[config.mk]
export PLATFORM = sky130hd
export DESIGN_NAME = block_sync_lock
export DESIGN_NICKNAME = d
export VERILOG_FILES = /design/src/rtl/block_sync_lock_pkg.sv /design/src/rtl/block_sync_lock_lane.sv /design/src/rtl/block_sync_lock.sv
export SDC_FILE = /design/constraint.sdc
export NUM_CORES = 1
export LEC_CHECK = 0
export CORE_MARGIN = 2
export CORE_UTILIZATION = 59
export CTS_CLUSTER_SIZE = 40
export DETAILED_ROUTE_END_ITERATION = 6
export PLACE_DENSITY = 0.81
export RECOVER_POWER = 100
export SLEW_MARGIN = 25
export SYNTH_ARGS = -nofsm -noshare
export SYNTH_HDL_FRONTEND = slang
export SYNTH_HIERARCHICAL = 1
export SYNTH_SLANG_ARGS = --single-unit
[constraint.sdc]
create_clock -name clk -period 2.7 [get_ports clk]
set_clock_uncertainty 0.15 [all_clocks]
set_input_delay 0.675 -clock clk [delete_from_list [all_inputs] [get_ports clk]]
set_output_delay 0.675 -clock clk [all_outputs]
set_load 0.005 [all_outputs]
[src/rtl/block_sync_lock_pkg.sv]
// Shared definitions for the multi-lane 64b/66b block-lock engine.
package block_sync_lock_pkg;

  // One-hot lane FSM encoding.
  typedef enum logic [4:0] {
    StInit     = 5'b00001,
    StResetCnt = 5'b00010,
    StTestSh   = 5'b00100,
    StSlip     = 5'b01000,
    StSlipWait = 5'b10000
  } lane_state_e;

  localparam logic [1:0] SH_DATA = 2'b01;
  localparam logic [1:0] SH_CTRL = 2'b10;

  // Bits needed to hold values 0..max_val.
  function automatic int unsigned cnt_width(input int unsigned max_val);
    return (max_val < 2) ? 1 : $clog2(max_val + 1);
  endfunction

  function automatic logic sh_is_valid(input logic [1:0] sh);
    return (sh == SH_DATA) || (sh == SH_CTRL);
  endfunction

endpackage

[src/rtl/block_sync_lock_lane.sv]
// One lane of the block-lock engine: sync-header FSM, slip control and error counter.
module block_lock_lane
  import block_sync_lock_pkg::*;
#(
  parameter int unsigned WIN_LEN       = 64,
  parameter int unsigned MAX_INVALID   = 16,
  parameter int unsigned SLIP_WAIT_CYC = 32,
  parameter int unsigned MAX_SLIP      = 132,
  parameter int unsigned CNT_W         = 16
) (
  input  logic             clk_i,
  input  logic             rst_ni,
  input  logic             lane_en_i,
  input  logic             cnt_clr_i,
  input  logic             sh_vld_i,
  input  logic [1:0]       sh_dat_i,
  output logic             slip_o,
  output logic             block_lock_o,
  output logic             lock_lost_o,
  output logic             lane_fail_o,
  output logic [CNT_W-1:0] hdr_err_cnt_o
);

  localparam int unsigned HdrW  = cnt_width(WIN_LEN);
  localparam int unsigned InvW  = cnt_width(MAX_INVALID);
  localparam int unsigned SlipW = cnt_width(MAX_SLIP);
  localparam int unsigned WaitW = cnt_width(SLIP_WAIT_CYC);

  localparam logic [HdrW-1:0]  WinLast  = HdrW'(WIN_LEN - 1);
  localparam logic [InvW-1:0]  InvLast  = InvW'(MAX_INVALID - 1);
  localparam logic [SlipW-1:0] SlipMax  = SlipW'(MAX_SLIP);
  localparam logic [WaitW-1:0] WaitLast = WaitW'((SLIP_WAIT_CYC == 0) ? 0 : SLIP_WAIT_CYC - 1);

  lane_state_e      state_q;
  logic [HdrW-1:0]  hdr_q;
  logic [InvW-1:0]  inv_q;
  logic [WaitW-1:0] wait_q;
  logic [SlipW-1:0] slip_cnt_q, slip_cnt_d;
  logic             lock_q, lost_q, slip_q, fail_q;
  logic [CNT_W-1:0] err_q;
  logic             hdr_bad;

  assign hdr_bad = sh_vld_i && !sh_is_valid(sh_dat_i);

  // Saturating slip count for the slip being issued now.
  always_comb begin
    slip_cnt_d = (slip_cnt_q == SlipMax) ? slip_cnt_q : slip_cnt_q + 1'b1;
  end

  // Lane FSM with window counters and registered lock/slip/fail outputs.
  always_ff @(posedge clk_i or negedge rst_ni) begin
    if (!rst_ni) begin
      state_q    <= StInit;
      hdr_q      <= '0;
      inv_q      <= '0;
      wait_q     <= '0;
      slip_cnt_q <= '0;
      lock_q     <= 1'b0;
      lost_q     <= 1'b0;
      slip_q     <= 1'b0;
      fail_q     <= 1'b0;
    end else if (!lane_en_i) begin
      // Disabling is silent: no lock_lost pulse, lane restarts from INIT.
      state_q    <= StInit;
      hdr_q      <= '0;
      inv_q      <= '0;
      wait_q     <= '0;
      slip_cnt_q <= '0;
      lock_q     <= 1'b0;
      lost_q     <= 1'b0;
      slip_q     <= 1'b0;
      fail_q     <= 1'b0;
    end else begin
      lost_q <= 1'b0;
      slip_q <= 1'b0;
      unique case (state_q)
        StInit: state_q <= StResetCnt;
        StResetCnt: begin
          hdr_q   <= '0;
          inv_q   <= '0;
          state_q <= StTestSh;
        end
        StTestSh: begin
          if (sh_vld_i) begin
            hdr_q <= hdr_q + 1'b1;
            inv_q <= inv_q + InvW'(hdr_bad);
            // Slip takes priority over the window-end decision.
            if (hdr_bad && (!lock_q || (inv_q == InvLast))) begin
              state_q    <= StSlip;
              slip_q     <= 1'b1;
              slip_cnt_q <= slip_cnt_d;
              if (slip_cnt_d == SlipMax) fail_q <= 1'b1;
              if (lock_q) begin
                lock_q <= 1'b0;
                lost_q <= 1'b1;
              end
            end else if (hdr_q == WinLast) begin
              state_q <= StResetCnt;
              if ((inv_q == '0) && !hdr_bad) begin
                lock_q     <= 1'b1;
                slip_cnt_q <= '0;
              end
            end
          end
        end
        StSlip: begin
          wait_q  <= '0;
          state_q <= (SLIP_WAIT_CYC == 0) ? StResetCnt : StSlipWait;
        end
        StSlipWait: begin
          if (wait_q == WaitLast) state_q <= StResetCnt;
          else                    wait_q  <= wait_q + 1'b1;
        end
        default: state_q <= StInit;
      endcase
      if (cnt_clr_i) begin
        slip_cnt_q <= '0;
        fail_q     <= 1'b0;
      end
    end
  end

  // Saturating bad-header counter; clear beats a same-cycle increment.
  always_ff @(posedge clk_i or negedge rst_ni) begin
    if (!rst_ni) begin
      err_q <= '0;
    end else if (cnt_clr_i) begin
      err_q <= '0;
    end else if (lane_en_i && hdr_bad && (err_q != '1)) begin
      err_q <= err_q + 1'b1;
    end
  end

  assign slip_o        = slip_q;
  assign block_lock_o  = lock_q;
  assign lock_lost_o   = lost_q;
  assign lane_fail_o   = fail_q;
  assign hdr_err_cnt_o = err_q;

endmodule

[src/rtl/block_sync_lock.sv]
// Multi-lane 64b/66b block-lock engine: independent lanes plus an all-lanes-locked flag.
module block_sync_lock
  import block_sync_lock_pkg::*;
#(
  parameter int unsigned NUM_LANES     = 4,
  parameter int unsigned WIN_LEN       = 64,
  parameter int unsigned MAX_INVALID   = 16,
  parameter int unsigned SLIP_WAIT_CYC = 32,
  parameter int unsigned MAX_SLIP      = 132,
  parameter int unsigned CNT_W         = 16
) (
  input  logic                       clk,
  input  logic                       rst_n,
  input  logic [NUM_LANES-1:0]       lane_en,
  input  logic [NUM_LANES-1:0]       sh_vld,
  input  logic [2*NUM_LANES-1:0]     sh_dat,
  input  logic                       cnt_clr,
  output logic [NUM_LANES-1:0]       slip,
  output logic [NUM_LANES-1:0]       block_lock,
  output logic [NUM_LANES-1:0]       lock_lost,
  output logic [NUM_LANES-1:0]       lane_fail,
  output logic                       all_locked,
  output logic [CNT_W*NUM_LANES-1:0] hdr_err_cnt
);

  logic all_locked_q;

  for (genvar i = 0; i < NUM_LANES; i++) begin : g_lane
    block_lock_lane #(
      .WIN_LEN      (WIN_LEN),
      .MAX_INVALID  (MAX_INVALID),
      .SLIP_WAIT_CYC(SLIP_WAIT_CYC),
      .MAX_SLIP     (MAX_SLIP),
      .CNT_W        (CNT_W)
    ) u_lane (
      .clk_i        (clk),
      .rst_ni       (rst_n),
      .lane_en_i    (lane_en[i]),
      .cnt_clr_i    (cnt_clr),
      .sh_vld_i     (sh_vld[i]),
      .sh_dat_i     (sh_dat[2*i +: 2]),
      .slip_o       (slip[i]),
      .block_lock_o (block_lock[i]),
      .lock_lost_o  (lock_lost[i]),
      .lane_fail_o  (lane_fail[i]),
      .hdr_err_cnt_o(hdr_err_cnt[CNT_W*i +: CNT_W])
    );
  end

  // Disabled lanes are don't-care; with no lane enabled the flag stays low.
  always_ff @(posedge clk or negedge rst_n) begin
    if (!rst_n) all_locked_q <= 1'b0;
    else        all_locked_q <= (|lane_en) && (&(block_lock | ~lane_en));
  end

  assign all_locked = all_locked_q;

endmodule

### Yosys cells after proc, flatten, opt, wreduce, memory -nomap -nowiden

Index checks and enable logic that the tools add are counted.

| storage, ports and cells | value |
|---|---|
| bits in registers | 205 |
| input bits | 19 |
| output and inout bits | 81 |
| logic and storage cells | 438 |

| operators by class | value |
|---|---|
| add/subtract/negate cells | 20 |
| eq/ne operators | 116 |
| multiplexer cells | 184 |
| bitwise logic cells | 2 |
| reductions and logical operators | 75 |

Operator list:

| cell | number |
|---|---|
| $mux W8 | 32 |
| $mux W5 | 28 |
| $mux W16 | 8 |
| $pmux W5 S5 | 4 |
| $ne A3 B1 Y1 const B | 32 |
| $mux W1 | 84 |
| $add A16 B1 Y16 const B | 4 |
| $eq A8 B8 Y1 const B | 8 |
| $ne A16 B16 Y1 const B | 4 |
| $mux W7 | 8 |
| $pmux W7 S2 | 4 |
| $reduce_and A4 Y1 | 13 |
| $mux W6 | 8 |
| $pmux W6 S2 | 4 |
| $eq A5 B4 Y1 const B | 8 |
| $pmux W5 S2 | 4 |
| $add A8 B1 Y8 const B | 4 |
| $ne A4 B1 Y1 const B | 8 |
| $add A7 B1 Y7 const B | 4 |
| $eq A7 B6 Y1 const B | 4 |
| $add A6 B1 Y6 const B | 4 |
| $eq A6 B5 Y1 const B | 4 |
| $ne A3 B3 Y1 const B | 8 |
| $logic_and A1 B1 Y1 | 21 |
| 19 further kinds | 87 |

### Depth between registers and ports, before layout

| logic depth | value |
|---|---|
| word-level depth | 13 |
| gate-level depth with buffers | 7 |
| gate-level depth less buffers | 7 |

### Hierarchy

The synthesis kept the hierarchy.

Modules (own cells, without submodules):

| module | times used | cells an instance | area each (µm²) | sequential area each (µm²) |
|---|---|---|---|---|
| block_lock_lane (g_lane[0].u_lane ...) | 3 | 314 | 2940.3 | 1277.5 |
| block_lock_lane (g_lane[3].u_lane) | 1 | 309 | 2942.8 | 1277.5 |
| block_sync_lock | 1 | 9 | 63.8 | 25.0 |

### Least setup slack after synthesis

No wires, ideal clock.

| path | value |
|---|---|
| path kind | input port to flip-flop |
| from | input port sh_dat[6] |
| to | register g_lane[3].u_lane.slip_cnt_q[4] |
| library setup time | 0.126 ns |
| data arrival time | 1.898 ns |
| required time | 2.424 ns |
| setup slack | 0.526 ns |
| stages | 6 |
| buffers on the path | 1 |
| path through | xnor2_1 and2_1 or4_1 buf_2 mux2i_1 o22ai_1 |

| between the ends | value |
|---|---|
| cells in the longest elaborated chain, start to end | 10 |
| elaborated cells between the ends (all ways) | 16 |
| those cells by class | 4 x eq/ne; 5 x mux; 7 x reduce/logical |

Ends and longest elaborated chain:

| element | RTL line | text |
|---|---|---|
| from (decl) | block_sync_lock.sv:16 | `input logic [2*NUM_LANES-1:0] sh_dat,` |
| $eq A2 B1 Y1 or $eq A2 B2 Y1 (tied branches) | block_sync_lock_pkg.sv:22 | `return (sh == SH_DATA) \|\| (sh == SH_CTRL);` |
| $logic_or A1 B1 Y1 (*) | block_sync_lock_pkg.sv:22 |  |
| $logic_not A1 Y1 (*) | block_sync_lock_lane.sv:43 | `assign hdr_bad = sh_vld_i && !sh_is_valid(sh_dat_i);` |
| $logic_and A1 B1 Y1 (*) | block_sync_lock_lane.sv:43 |  |
| $logic_and A1 B1 Y1 | block_sync_lock_lane.sv:88 | `if (hdr_bad && (!lock_q \|\| (inv_q == InvLast))) begin` |
| $mux W8 | block_sync_lock_lane.sv:88 |  |
| $mux W8 | block_sync_lock_lane.sv:84 | `if (sh_vld_i) begin` |
| $mux W8 | block_sync_lock_lane.sv:76 | `unique case (state_q)` |
| $mux W8 | block_sync_lock_lane.sv:116 | `if (cnt_clr_i) begin` |
| $mux W8 | block_sync_lock_lane.sv:62 | `end else if (!lane_en_i) begin` |
| to (signal assigned) | block_sync_lock_lane.sv:91 | `slip_cnt_q <= slip_cnt_d;` |
| to (decl) | block_sync_lock_lane.sv:38 | `logic [SlipW-1:0] slip_cnt_q, slip_cnt_d;` |

Mark *: on every way between the ends. The rest lies on a longest branch, timed or not. The select of a mux whose other input is x is not followed.
A chain may end at the register's enable or synchronous reset.

### Worst setup path in the final report

| path | value |
|---|---|
| from | input port lane_en[3] |
| to | register g_lane[3].u_lane.hdr_q[5] |

| between the ends | value |
|---|---|
| cells in the longest elaborated chain, start to end | 2 |
| elaborated cells between the ends (all ways) | 4 |
| those cells by class | 2 x eq/ne; 1 x mux; 1 x reduce/logical |

Ends and longest elaborated chain:

| element | RTL line | text |
|---|---|---|
| from (decl) | block_sync_lock.sv:14 | `input logic [NUM_LANES-1:0] lane_en,` |
| $ne A3 B1 Y1 (no source line) or $ne A3 B3 Y1 (tied branches) | - |  |
| $reduce_and A2 Y1 (no source line) | - |  |
| to (signal assigned) | block_sync_lock_lane.sv:85 | `hdr_q <= hdr_q + 1'b1;` |
| to (decl) | block_sync_lock_lane.sv:35 | `logic [HdrW-1:0] hdr_q;` |

Parallel ways exist; a longest one is shown, timed or not.

==> impl_results.md <==
* Die height at 145.6 microns
* Max-cap viol count at 1
* CTS-repair resized insts at 0
* First DRT Iteration DRCs at 617
* Max FO, Critical Path at 12
* Reg2Reg Depth at 5
* Cell area after synthesis at 11830 sq um
* CP Data Required Time at 2.93 ns
* Synthesized flop and latch total at 205
* R2R Setup Slk at 0.31 ns
* Met1 GRT Util at 0.3454
* CP startpoint kind: primary input
* Area delta synth->final at 17.20%
* Largest net degree at the start of global routing at 54
* Clock Path Buffers at 3
* PortBufs at 99
* Post-Syn Area per Cell at 9.387 sq um
* Crit. Startpoint: lane_en[3]
* Pleak at 6.331 nW
* Worst slew pin tran at 1.494 ns
* Top cells by area, synth: dfrtp_1, xor2_1, nor2_1, nand2_1, ha_1
* Core Area at 19590 sq um
* Final Non-Filler Cells at 1662
* FF+latch area at 5135 sq um
* Status: finished with violations
* Met3 Usage GRT at 0.03197
* I/O pin count at 100
* CTS root buffer: clkbuf_16
* Final wirelength at 27610 microns
* Global-route wire length before repair at 46140 microns
* # rows at 51
* Initial Util at 0.6038
* Grt total ovfl at 0
* Hold path start: g_lane[1].u_lane/hdr_q[6]
* Worst min-delay path category: register to register
* Ys async rst share at 1.000
* VDD IR max at 0.5162 mV
* Nets at 1429
* Post-Syn Instances at 1260
* RSZ-0062 raised after global routing: no
* Fraction of layout cells with a size suffix above 1 at 0.06514
* # diodes at 0
* Top cells by instance count after synthesis: dfrtp_1, nor2_1, nand2_1, nand3_1, xor2_1
* Post-synth EDFFs at 0
* Worst r2r src: g_lane[2].u_lane/state_q[3]
* Syn_nets at 1307
* Initial antenna violation count at 0
* Filler Cell Count at 1563
* Pwr dens at 496.8 nW/um^2
* Slew Limit Fails at 0
* GPL Wtd Cong at 0.8651
* Clk Latency, worst-skew pair at 0.50 ns
* Crit. End Element: register
* Total Routing Usage GR at 0.2560
* Clock sink count at 205
* Terminus of the critical flop-to-flop path: g_lane[2].u_lane/hdr_q[2]
* Die Wd at 145.6 microns
* Crit path largest cell delay at 0.58 ns
* GR peak layer: met2
* Total power at 6.886 mW
* Critical path class: primary input to register
* Number of H-tree levels at 1
* Distinct cells, synth at 76
* Post-synth top flop: dfrtp_1
* # setup viols final at 0
* Area of the die at 21200 sq um
* # DRC at 0
* Failing checks: capacitance limit
* Fin crit period at 2.482 ns
* Most common cell in the netlist: dfrtp_1
* CP Cell Sequence: clkdlybuf4s50_1 -> clkbuf_1 -> o41ai_2 -> nor2_2 -> o22ai_1 -> a22o_1
* Fmax at 0.4028 GHz
* Headroom to the max-slew limit at 0.003838
* Met2 Track Usage GR at 0.4372
* Number of detailed-route iterations in the first pass at 5
* Post-synth top area cell: dfrtp_1
* Routed WL per cell at 16.61 microns
* Post-DRT Antenna Nets at 0
* Slowest cell on the critical path: clkdlybuf4s50_1
* Worst-path clk slew at 0.06 ns
* Multi-input logic area at 6212 sq um
* Yosys top cell area share at 0.4253
* Routed via count at 10035
* TritonCTS clock tree: done
* Synth warn at 6
* Final period utilization at 0.9194
* DP HPWL at 19560 microns
* Via/cell ratio at 6.038
* Critical path endpoint: g_lane[3].u_lane/hdr_q[5]
* Vias in the first global route at 9520
* Post-Place Cells at 1622
* Sequential area share after synthesis at 0.4341
* Final Hold Viols at 0
* Data arrival, critical path at 2.72 ns
* CTS buffer count at 22
-- kinds of logic (layout without fill, tap and decap cells) --
group	count (synthesis)	in the layout	synth area share
mux	25	25	0.02147
compound gates	254	254	0.1499
xor+xnor	105	105	0.07775
fa+ha+maj	28	28	0.02962
flops	205	205	0.4341
buf+inv	86	223	0.03184
simple gates	557	557	0.2553
-- area by class of cell --
class / instances / area share
clock inverters: 6 / 0.006228
repair buffers: 145 / 0.09216
inverters: 39 / 0.01056
flip-flops and latches: 205 / 0.3704
clock buffers: 33 / 0.04856
multi-input cells: 969 / 0.4481
well taps: 265 / 0.02392
-- layer usage --
layer	part of all wire	vias to the layer above
li1	-	4819
met1	0.45	4915
met2	0.48	251
met3	0.039	50
met4	0.027	0
met5	0	-
-- worst min path at each step --
stage	endpoint	cells after the start
after floorplan	all_locked	0
after global placement	g_lane[1].u_lane/hdr_q[6]	1
after detailed placement	g_lane[1].u_lane/hdr_q[6]	1
after CTS	g_lane[1].u_lane/hdr_q[6]	1
after global routing	g_lane[1].u_lane/hdr_q[6]	1
final	g_lane[1].u_lane/hdr_q[6]	1
-- report_power, final --
part / total, mW / leakage [nW] / internal [mW] / switching, mW
Combinational: 0.548 / 3.11 / 0.197 / 0.351
Sequential: 3.21 / 2.85 / 3.13 / 0.0807
Clock: 3.13 / 0.372 / 1.91 / 1.22
Total: 6.89 / 6.33 / 5.24 / 1.65
-- layout by cell type (no fill, tap or decap), types with 28 or more instances in the layout --
cell	n
a21o_1	29
ha_1	28
nand2_1	94
and3_1	30
nand4_1	47
dfrtp_1	201
xnor2_1	39
o21ai_0	66
dlygate4sd3_1	88
xor2_1	66
inv_1	39
nor2_1	145
a21oi_1	43
nand3_1	70
-- registers in the layout (all words and copies together) (netlist names) --
register and flops:
g_lane.u_lane/block_lock_o 4, g_lane.u_lane/state_q 20, g_lane.u_lane/slip_cnt_q 32, g_lane.u_lane/lane_fail_o 4
g_lane.u_lane/hdr_err_cnt_o 64, g_lane.u_lane/slip_o 4, g_lane.u_lane/inv_q 20, g_lane.u_lane/lock_lost_o 4
g_lane.u_lane/hdr_q 28, g_lane.u_lane/wait_q 24, all_locked 1
-- worst max-delay path: cells and delay by family --
kind | cells | cell delay, ns
buf+inv | 2 | 1.07
compound gates | 3 | 0.71
simple gates | 1 | 0.27
-- metrics by stage --
stage	setup TNS, ns	hold WS [ns]	setup slack, ns	area (sq um)	utilization
final	0	0.3561	0.2176	13860	0.7076
after detailed placement	-0.02622	0.3476	-0.01161	13290	0.6786
after floorplan	0	0.2294	0.5258	11830	-
after global placement	0	0.3345	0.02475	13290	0.6786
after CTS	0	0.3529	0.2724	14060	0.7179
after global routing	0	0.3846	0.1473	13860	0.7076
-- what timing repair did --
item | CTS | global route
buffers inserted | 0 | 0
hold buffers | 1 | 0
endpoints found under the hold margin | 16 | 0
(Power assumes the default switching activity.)
